$ cat config.mk
export PLATFORM = sky130hd
export DESIGN_NAME = alu_arbiter
export DESIGN_NICKNAME = d
export VERILOG_FILES = /design/src/rtl/alu_arbiter_pkg.sv /design/src/rtl/alu_arbiter_alu.sv /design/src/rtl/alu_arbiter.sv
export SDC_FILE = /design/constraint.sdc
export NUM_CORES = 1
export LEC_CHECK = 0
export BUFFER_PORTS_ARGS = -buffer_cell sky130_fd_sc_hd__buf_2
export CAP_MARGIN = 20
export CORE_MARGIN = 2
export CORE_UTILIZATION = 60
export DETAILED_ROUTE_END_ITERATION = 7
export HOLD_SLACK_MARGIN = 0.08
export PLACE_DENSITY = 0.95
export SLEW_MARGIN = 20
export SYNTH_ARGS = -nofsm -noshare
export SYNTH_HDL_FRONTEND = slang
export SYNTH_SLANG_ARGS = --single-unit
export TNS_END_PERCENT = 20
$ cat constraint.sdc
create_clock -name i_clk -period 5.3 [get_ports i_clk]
set_input_delay 0.265 -clock i_clk [delete_from_list [all_inputs] [get_ports i_clk]]
set_output_delay 0.265 -clock i_clk [all_outputs]
set_load 0.005 [all_outputs]
$ cat src/rtl/alu_arbiter_pkg.sv
//==============================================================================
// Module      : alu_arbiter_pkg
// Description : Shared ALU opcode set and operand bundle type.
// Revision    : 1.0
//==============================================================================
`default_nettype none

package alu_arbiter_pkg;

    localparam int DATA_W   = 16;
    localparam int OPCODE_W = 4;

    typedef enum logic [OPCODE_W-1:0] {
        OP_NOP    = 4'd0,
        OP_ADD    = 4'd1,
        OP_SUB    = 4'd2,
        OP_AND    = 4'd3,
        OP_OR     = 4'd4,
        OP_XOR    = 4'd5,
        OP_SHIFT  = 4'd6,
        OP_MOVE   = 4'd7,
        OP_LOAD   = 4'd8,
        OP_STORE  = 4'd9,
        OP_JUMP   = 4'd10,
        OP_LOADC  = 4'd11,
        OP_OUT    = 4'd12,
        OP_UNDEF3 = 4'd13,
        OP_UNDEF4 = 4'd14,
        OP_HALT   = 4'd15
    } opcode_e;

    typedef struct packed {
        logic [OPCODE_W-1:0] opcode;
        logic                shift_dir;
        logic [DATA_W-1:0]   data1;
        logic [DATA_W-1:0]   data2;
    } alu_op_t;

endpackage

`default_nettype wire

$ cat src/rtl/alu_arbiter_alu.sv
//==============================================================================
// Module      : alu_arbiter_alu
// Description : Combinational 16-bit ALU; opcodes without a result give zero.
// Revision    : 1.0
//==============================================================================
`default_nettype none

module alu_arbiter_alu
    import alu_arbiter_pkg::*;
(
    input  logic [OPCODE_W-1:0] i_opcode,
    input  logic                i_shift_dir,
    input  logic [DATA_W-1:0]   i_data1,
    input  logic [DATA_W-1:0]   i_data2,
    output logic [DATA_W-1:0]   o_result
);

    always_comb begin
        o_result = '0;
        case (i_opcode)
            OP_ADD:  o_result = i_data1 + i_data2;
            OP_SUB:  o_result = i_data1 - i_data2;
            OP_AND:  o_result = i_data1 & i_data2;
            OP_OR:   o_result = i_data1 | i_data2;
            OP_XOR:  o_result = i_data1 ^ i_data2;
            OP_MOVE: o_result = i_data1;
            OP_SHIFT: begin
                // Any amount of 16 or more shifts every bit out.
                if (i_data2[DATA_W-1:4] != '0) begin
                    o_result = '0;
                end else if (i_shift_dir) begin
                    o_result = i_data1 << i_data2[3:0];
                end else begin
                    o_result = i_data1 >> i_data2[3:0];
                end
            end
            default: o_result = '0;
        endcase
    end

endmodule

`default_nettype wire

$ cat src/rtl/alu_arbiter.sv
//==============================================================================
// Module      : alu_arbiter
// Description : Two-requester round-robin front end sharing one registered ALU.
// Revision    : 1.0
//==============================================================================
`default_nettype none

module alu_arbiter
    import alu_arbiter_pkg::*;
(
    input  logic                i_clk,
    input  logic                i_reset,
    input  logic                i_req0_valid,
    output logic                o_req0_ready,
    input  logic [OPCODE_W-1:0] i_req0_opcode,
    input  logic                i_req0_shift_dir,
    input  logic [DATA_W-1:0]   i_req0_data1,
    input  logic [DATA_W-1:0]   i_req0_data2,
    input  logic                i_req1_valid,
    output logic                o_req1_ready,
    input  logic [OPCODE_W-1:0] i_req1_opcode,
    input  logic                i_req1_shift_dir,
    input  logic [DATA_W-1:0]   i_req1_data1,
    input  logic [DATA_W-1:0]   i_req1_data2,
    output logic                o_rsp_valid,
    input  logic                i_rsp_ready,
    output logic                o_rsp_id,
    output logic [DATA_W-1:0]   o_rsp_data,
    output logic                o_busy
);

    typedef enum logic [1:0] {
        IDLE = 2'd0,
        EXEC = 2'd1,
        RESP = 2'd2
    } state_e;

    localparam logic c_ID0 = 1'b0;
    localparam logic c_ID1 = 1'b1;

    state_e              r_state_q, w_state_d;
    logic                r_last_q, w_last_d;
    alu_op_t             r_op_q, w_op_d;
    logic                r_id_q, w_id_d;
    logic [DATA_W-1:0]   r_rsp_data_q, w_rsp_data_d;
    logic                r_rsp_id_q, w_rsp_id_d;
    logic                w_grant_vld;
    logic                w_grant_id;
    logic [DATA_W-1:0]   w_alu_result;
    alu_op_t             w_req0_op, w_req1_op;

    assign w_req0_op = '{i_req0_opcode, i_req0_shift_dir, i_req0_data1, i_req0_data2};
    assign w_req1_op = '{i_req1_opcode, i_req1_shift_dir, i_req1_data1, i_req1_data2};

    // Grant is suppressed during reset so no transfer can coincide with it.
    always_comb begin
        w_grant_vld = 1'b0;
        w_grant_id  = c_ID0;
        if ((r_state_q == IDLE) && !i_reset) begin
            if (i_req0_valid && i_req1_valid) begin
                w_grant_vld = 1'b1;
                w_grant_id  = ~r_last_q;
            end else if (i_req0_valid) begin
                w_grant_vld = 1'b1;
                w_grant_id  = c_ID0;
            end else if (i_req1_valid) begin
                w_grant_vld = 1'b1;
                w_grant_id  = c_ID1;
            end
        end
    end

    assign o_req0_ready = w_grant_vld && (w_grant_id == c_ID0);
    assign o_req1_ready = w_grant_vld && (w_grant_id == c_ID1);

    always_comb begin
        w_state_d    = r_state_q;
        w_last_d     = r_last_q;
        w_op_d       = r_op_q;
        w_id_d       = r_id_q;
        w_rsp_data_d = r_rsp_data_q;
        w_rsp_id_d   = r_rsp_id_q;
        case (r_state_q)
            IDLE: begin
                if (w_grant_vld) begin
                    w_state_d = EXEC;
                    w_id_d    = w_grant_id;
                    w_op_d    = (w_grant_id == c_ID1) ? w_req1_op : w_req0_op;
                end
            end
            EXEC: begin
                w_rsp_data_d = w_alu_result;
                w_rsp_id_d   = r_id_q;
                w_state_d    = RESP;
            end
            RESP: begin
                if (i_rsp_ready) begin
                    w_last_d  = r_rsp_id_q;
                    w_state_d = IDLE;
                end
            end
            default: w_state_d = IDLE;
        endcase
    end

    // Last-grant resets to 1 so requester 0 wins the first tie.
    always_ff @(posedge i_clk) begin
        if (i_reset) begin
            r_state_q    <= IDLE;
            r_last_q     <= c_ID1;
            r_op_q       <= '0;
            r_id_q       <= c_ID0;
            r_rsp_data_q <= '0;
            r_rsp_id_q   <= c_ID0;
        end else begin
            r_state_q    <= w_state_d;
            r_last_q     <= w_last_d;
            r_op_q       <= w_op_d;
            r_id_q       <= w_id_d;
            r_rsp_data_q <= w_rsp_data_d;
            r_rsp_id_q   <= w_rsp_id_d;
        end
    end

    alu_arbiter_alu u_alu (
        .i_opcode    (r_op_q.opcode),
        .i_shift_dir (r_op_q.shift_dir),
        .i_data1     (r_op_q.data1),
        .i_data2     (r_op_q.data2),
        .o_result    (w_alu_result)
    );

    assign o_rsp_valid = (r_state_q == RESP);
    assign o_rsp_data  = r_rsp_data_q;
    assign o_rsp_id    = r_rsp_id_q;
    assign o_busy      = (r_state_q != IDLE);

endmodule

`default_nettype wire

**After elaboration in Yosys (flattened, before gate mapping)**

Cells that the tools add are included.

- Flip-flop bits (word level): 58
- Bits of input ports: 79
- Bits in latches: 0
- Word-level logic and storage cells: 54
- RAM bits: 0
- Bits in read-only memories: 0
- Memories: 0
- Output and inout port bits: 21

- Divide/modulo/power cells: 0
- Shift-type cells: 2
- Bitwise gates (word level): 5
- Reduce and logical (&&, ||, !) cells: 11
- Mux-type cells: 14
- Order comparisons: 0
- Equality and inequality tests: 11
- Multipliers: 0
- $add $sub $neg: 2

Operator list:

| kind | count |
|---|---|
| $pmux 16 s7 | 1 |
| $mux 37 | 1 |
| $mux 16 | 2 |
| $add 16x16->16 | 1 |
| $and 16x16->16 | 1 |
| $eq 4x3->1 const B | 4 |
| $or 16x16->16 | 1 |
| $shl 16x4->16 | 1 |
| $shr 16x4->16 | 1 |
| $sub 16x16->16 | 1 |
| $xor 16x16->16 | 1 |
| $reduce_bool 12->1 | 1 |
| $eq 4x2->1 const B | 2 |
| $mux 1 | 7 |
| $pmux 2 s3 | 1 |
| $reduce_and 2->1 | 3 |
| $eq 4x1->1 const B | 1 |
| $logic_and 1x1->1 | 4 |
| $mux 2 | 2 |
| $eq 2x1->1 const B | 1 |
| $eq 2x2->1 const B | 1 |
| $logic_not 2->1 | 1 |
| $ne 2x1->1 const B | 1 |
| $ne 2x2->1 const B | 1 |
| 3 further kinds | 4 |

**Logic depth before layout (Yosys ltp)**

- Depth in word-level cells: 6
- Gate-level depth with buffers: 15
- Depth with buffers taken out: 13

**Modules after synthesis**

A second synthesis with hierarchy kept.

- Cells, all modules: 762
- Area, all modules: 6,090.8 µm²

Modules (own cells, without submodules):

| module | seq. area each (µm²) | cells each | instances | area each (µm²) |
|---|---|---|---|---|
| alu_arbiter_alu | 0.0 | 496 | 1 | 3,629.7 |
| alu_arbiter | 1,161.1 | 266 | 1 | 2,461.1 |

**Worst setup path after synthesis**

OpenSTA, ideal clock, no wires.

- Kind: register -> register
- From: reg r_op_q[1] (netlist bit)
- To: reg r_rsp_data_q[15], in the netlist o_rsp_data[15]
- Period minus slack after synthesis: 3.454 ns
- Setup time: 0.137 ns
- Path buffers: 2
- Path slack: 1.846 ns
- Cell stages (with the launch flop): 14
- Arrival time: 3.317 ns
- Data required time: 5.163 ns
- Path through: dfxtp_1 -> buf_2 -> buf_1 -> inv_1 -> ha_1 -> a41oi_1 -> xnor2_1 -> ha_1 -> a2111o_1 -> o21ai_0 -> nand2_1 -> a2111oi_0 -> o31a_1 -> o211ai_1

- Word-level cells in the longest chain between the ends: 4
- Elaborated cells on any way between the ends: 7
- Those cells by class: add/sub (2); shift (2); mux (3)

RTL lines:

| element | RTL line | text |
|---|---|---|
| start: declaration | alu_arbiter.sv:43 | `alu_op_t r_op_q, w_op_d;` |
| start signal: assignment | alu_arbiter.sv:118 | `r_op_q <= w_op_d;` |
| branches (longest 3 deep; another with $sub 16x16->16) | -- |  |
| $pmux 16 s7 (*) | alu_arbiter_alu.sv:20 | `case (i_opcode)` |
| end signal: assignment | alu_arbiter.sv:120 | `r_rsp_data_q <= w_rsp_data_d;` |
| end: declaration | alu_arbiter.sv:45 | `logic [DATA_W-1:0] r_rsp_data_q, w_rsp_data_d;` |

Mark *: on every way between the ends.
A chain may end at the register's enable or synchronous reset.

**Final worst setup path**

- From: reg r_op_q[0] (netlist bit)
- To: reg r_rsp_data_q[15], in the netlist o_rsp_data[15]

Same word-level chain as after synthesis.

==> impl_results.md <==
- Status: completed
- Final Max Tran Viols: 0
- Total grt overflow: 0
- Final core utilization: 70.6%
- Post-synthesis sequential area ratio: 19.9%
- IO Count: 100
- Post-synth ARST share: 0%
- Rows: 35
- Worst relative slew slack: 30.7%
- CTS H-Tree Depth: 3
- Post-route setup slack: 1580 ps
- Hold path depth: 3
- DR vias: 6429
- Final min period: 3720 ps
- Cts bufs inserted: 9
- Vias in the first global route: 5923
- Placed inst area: 6340 um2
- Root Driver: clkbuf_8
- Crit path buf inv count: 1
- Worst setup EP type: flip-flop
- CTS tree: yes
- Worst r2r dst: o_rsp_data[15]$_SDFFE_PP0N_
- Syn nets: 877
- Worst Skew: 16.3 ps
- First-pass GRT wire length: 32300 um
- Syn_area_per_cell: 7.79 um2
- Worst hold path type: in -> reg
- Mapped Area: 5830 um2
- Setup TNS: 0 ps
- Critical Path RT: 5510 ps
- Clock Path Buffers: 2
- Pin count of the biggest net entering global routing: 60
- Most common cell after layout, fill and taps aside: nand2_1
- Worst r2r path cells: 11
- Hold Vio Cnt, Final: 0
- Clk Latency, worst-skew pair: 350 ps
- DP HPWL: 15200 um
- Final setup vio count: 0
- Post-synth EDFFs: 0
- Fill cells: 755
- Max Cap Viol: 0
- Total track usage: 40.2%
- DRT antenna net count: 0
- CORE AREA: 9330 um2
- VDD IR max: 0.000183 V
- # Post-CTS Setup Buffers: 0
- Final worst-path cycle share: 70.3%
- Post-place setup slack: 1610 ps
- Ant. Diodes: 0
- Worst reg2reg path startpoint: r_op_q[0]$_SDFFE_PP0P_
- Drt first pass iters: 6
- Mapped Cells: 748
- Power Total: 1.76 mW
- Synth Warn #: 0
- Slowest library cell on the worst path: dfxtp_2
- Crit-path max cell delay: 670 ps
- Chip Height: 103 um
- RSZ-0062 raised after global routing: false
- Port bufs: 99
- Initial antenna violation count: 0
- Delay-heaviest family, CP: compound AO/OA/AOI/OAI gates
- NumNets Final: 938
- Seq. cell area: 1160 um2
- Clk sinks: 58
- Yosys reg bits: 58
- CTS resizes: 0
- Post-route DRC violation count: 0
- Layout cell share with drive strength beyond 1: 21.1%
- Worst hold endpoint: r_op_q[30]$_SDFFE_PP0P_
- HP Start: i_req0_data1[14]
- Least-Margin Pin Slew: 1030 ps
- Flop2flop setup slack: 1580 ps
- Area Growth Syn to Fin: 13.0%
- GP Congestion: 0.999
- LEAKAGE: 2.56 nW
- WP data arrival: 3940 ps
- CP Launch Type: flip-flop
- Clk slew on worst S/H paths: 80 ps
- CP Max Fanout: 20
- Post-CTS Hold Fix Bufs: 0
- Die Width: 103 um
- Layout Cell Area excl Fill: 6580 um2
- Initial Util: 62.5%
- Crit Path Class: reg -> reg
- Pwr dens: 268 nW/um2
- Critical-path cell list: inv_1 -> ha_1 -> a41oi_1 -> xnor2_1 -> ha_1 -> a2111o_1 -> o21ai_0 -> nand2_1 -> a2111oi_0 -> o31a_1 -> o211ai_1
- Synth cell types: 61
- Max Freq: 0.268 GHz
- Top_reg_cell synth: dfxtp_1
- Mean routed wirelength per cell: 22.1 um
- Routed WL: 20800 um
- Die Area: 10500 um2
- Critical Path Most Common Cell: ha_1
- Vias per inst: 6.82
- Commonest cells after routing, fill and taps aside: 116 x nand2_1, 99 x buf_2, 81 x a21oi_1, 57 x dfxtp_1, 49 x ha_1
- Multi-input gate area: 4270 um2
- Initial DRC count: 802
[synthesized netlist by cell type, drive strengths merged, types with 3 or more instances]
cell type,n,area (um2)
a211oi,8,60.1
a21o,4,30.0
a21oi,81,405
a221oi,13,139
a22o,3,26.3
a22oi,48,360
and3,4,25.0
buf,18,86.3
clkbuf,48,180
dfxtp,58,1160
ha,49,613
inv,34,128
mux2,4,45.0
mux2i,21,210
mux4,25,563
nand2,116,435
nand2b,5,31.3
nand3,12,60.1
nor2,35,131
nor2b,5,31.3
nor3,19,95.1
nor4,5,46.3
o211ai,10,75.1
o21a,7,52.6
o21ai,40,200
o22ai,8,50.1
o31a,3,26.3
o41ai,3,26.3
or3,3,18.8
xnor2,20,175
xor2,3,26.3
[worst max path at each step]
stage | startpoint | endpoint | cells after the start
detailed placement | r_op_q[0]$_SDFFE_PP0P_ | o_rsp_data[15]$_SDFFE_PP0N_ | 11
global placement | r_op_q[0]$_SDFFE_PP0P_ | o_rsp_data[15]$_SDFFE_PP0N_ | 11
floorplan | r_op_q[1]$_SDFFE_PP0P_ | o_rsp_data[15]$_SDFFE_PP0N_ | 13
finish | r_op_q[0]$_SDFFE_PP0P_ | o_rsp_data[15]$_SDFFE_PP0N_ | 11
CTS | r_op_q[0]$_SDFFE_PP0P_ | o_rsp_data[15]$_SDFFE_PP0N_ | 11
global route | r_op_q[0]$_SDFFE_PP0P_ | o_rsp_data[15]$_SDFFE_PP0N_ | 11
[kinds of logic after synthesis]
family | count (synthesis) | synth area share (%)
buf+inv | 102 | 6.89
compound gates | 251 | 28.4
fa+ha+maj | 50 | 10.9
simple gates | 214 | 16.4
flops | 58 | 19.9
xor+xnor | 23 | 3.46
mux | 50 | 14.0
[stage by stage]
stage / instances / hold WS (ps)
finish: 943 / 154
global route: 943 / 156
CTS: 942 / 150
detailed placement: 926 / 498
global placement: 926 / 467
floorplan: 748 / 405
[tightest hold or removal path: stages]
cell and delay (ps):
buf_2 90, nand2_1 40, a21oi_1 60
[where the power goes]
| group | switching (mW) | leakage, nW | internal (mW) |
|---|---|---|---|
| clock network | 0.215 | 0.110 | 0.269 |
| logic | 0.420 | 1.98 | 0.315 |
| registers | 0.0817 | 0.474 | 0.462 |
| total | 0.716 | 2.56 | 1.05 |
[layout make-up]
class / count / area share (%)
Tap cell: 129 / 2.45
Inverter: 36 / 2.05
Timing Repair Buffer: 116 / 9.56
Multi-Input combinational cell: 588 / 64.8
Clock buffer: 9 / 1.88
Clock inverter: 7 / 1.56
Sequential cell: 58 / 17.7
[routing by layer]
metal	up-vias	track usage [%]	part of all wire [%]
met5	-	0	0
met4	0	16.7	4.5
met3	92	6.51	12
met2	463	62.9	44
met1	2997	55.4	39
li1	2877	-	-
[sequential cells by signal (all words and copies together) (netlist names)]
signal	count
o_rsp_data	16
o_rsp_id	1
r_id_q	1
r_last_q	1
r_op_q	37
r_state_q	2
No activity file was read; power rests on OpenSTA's default activity.
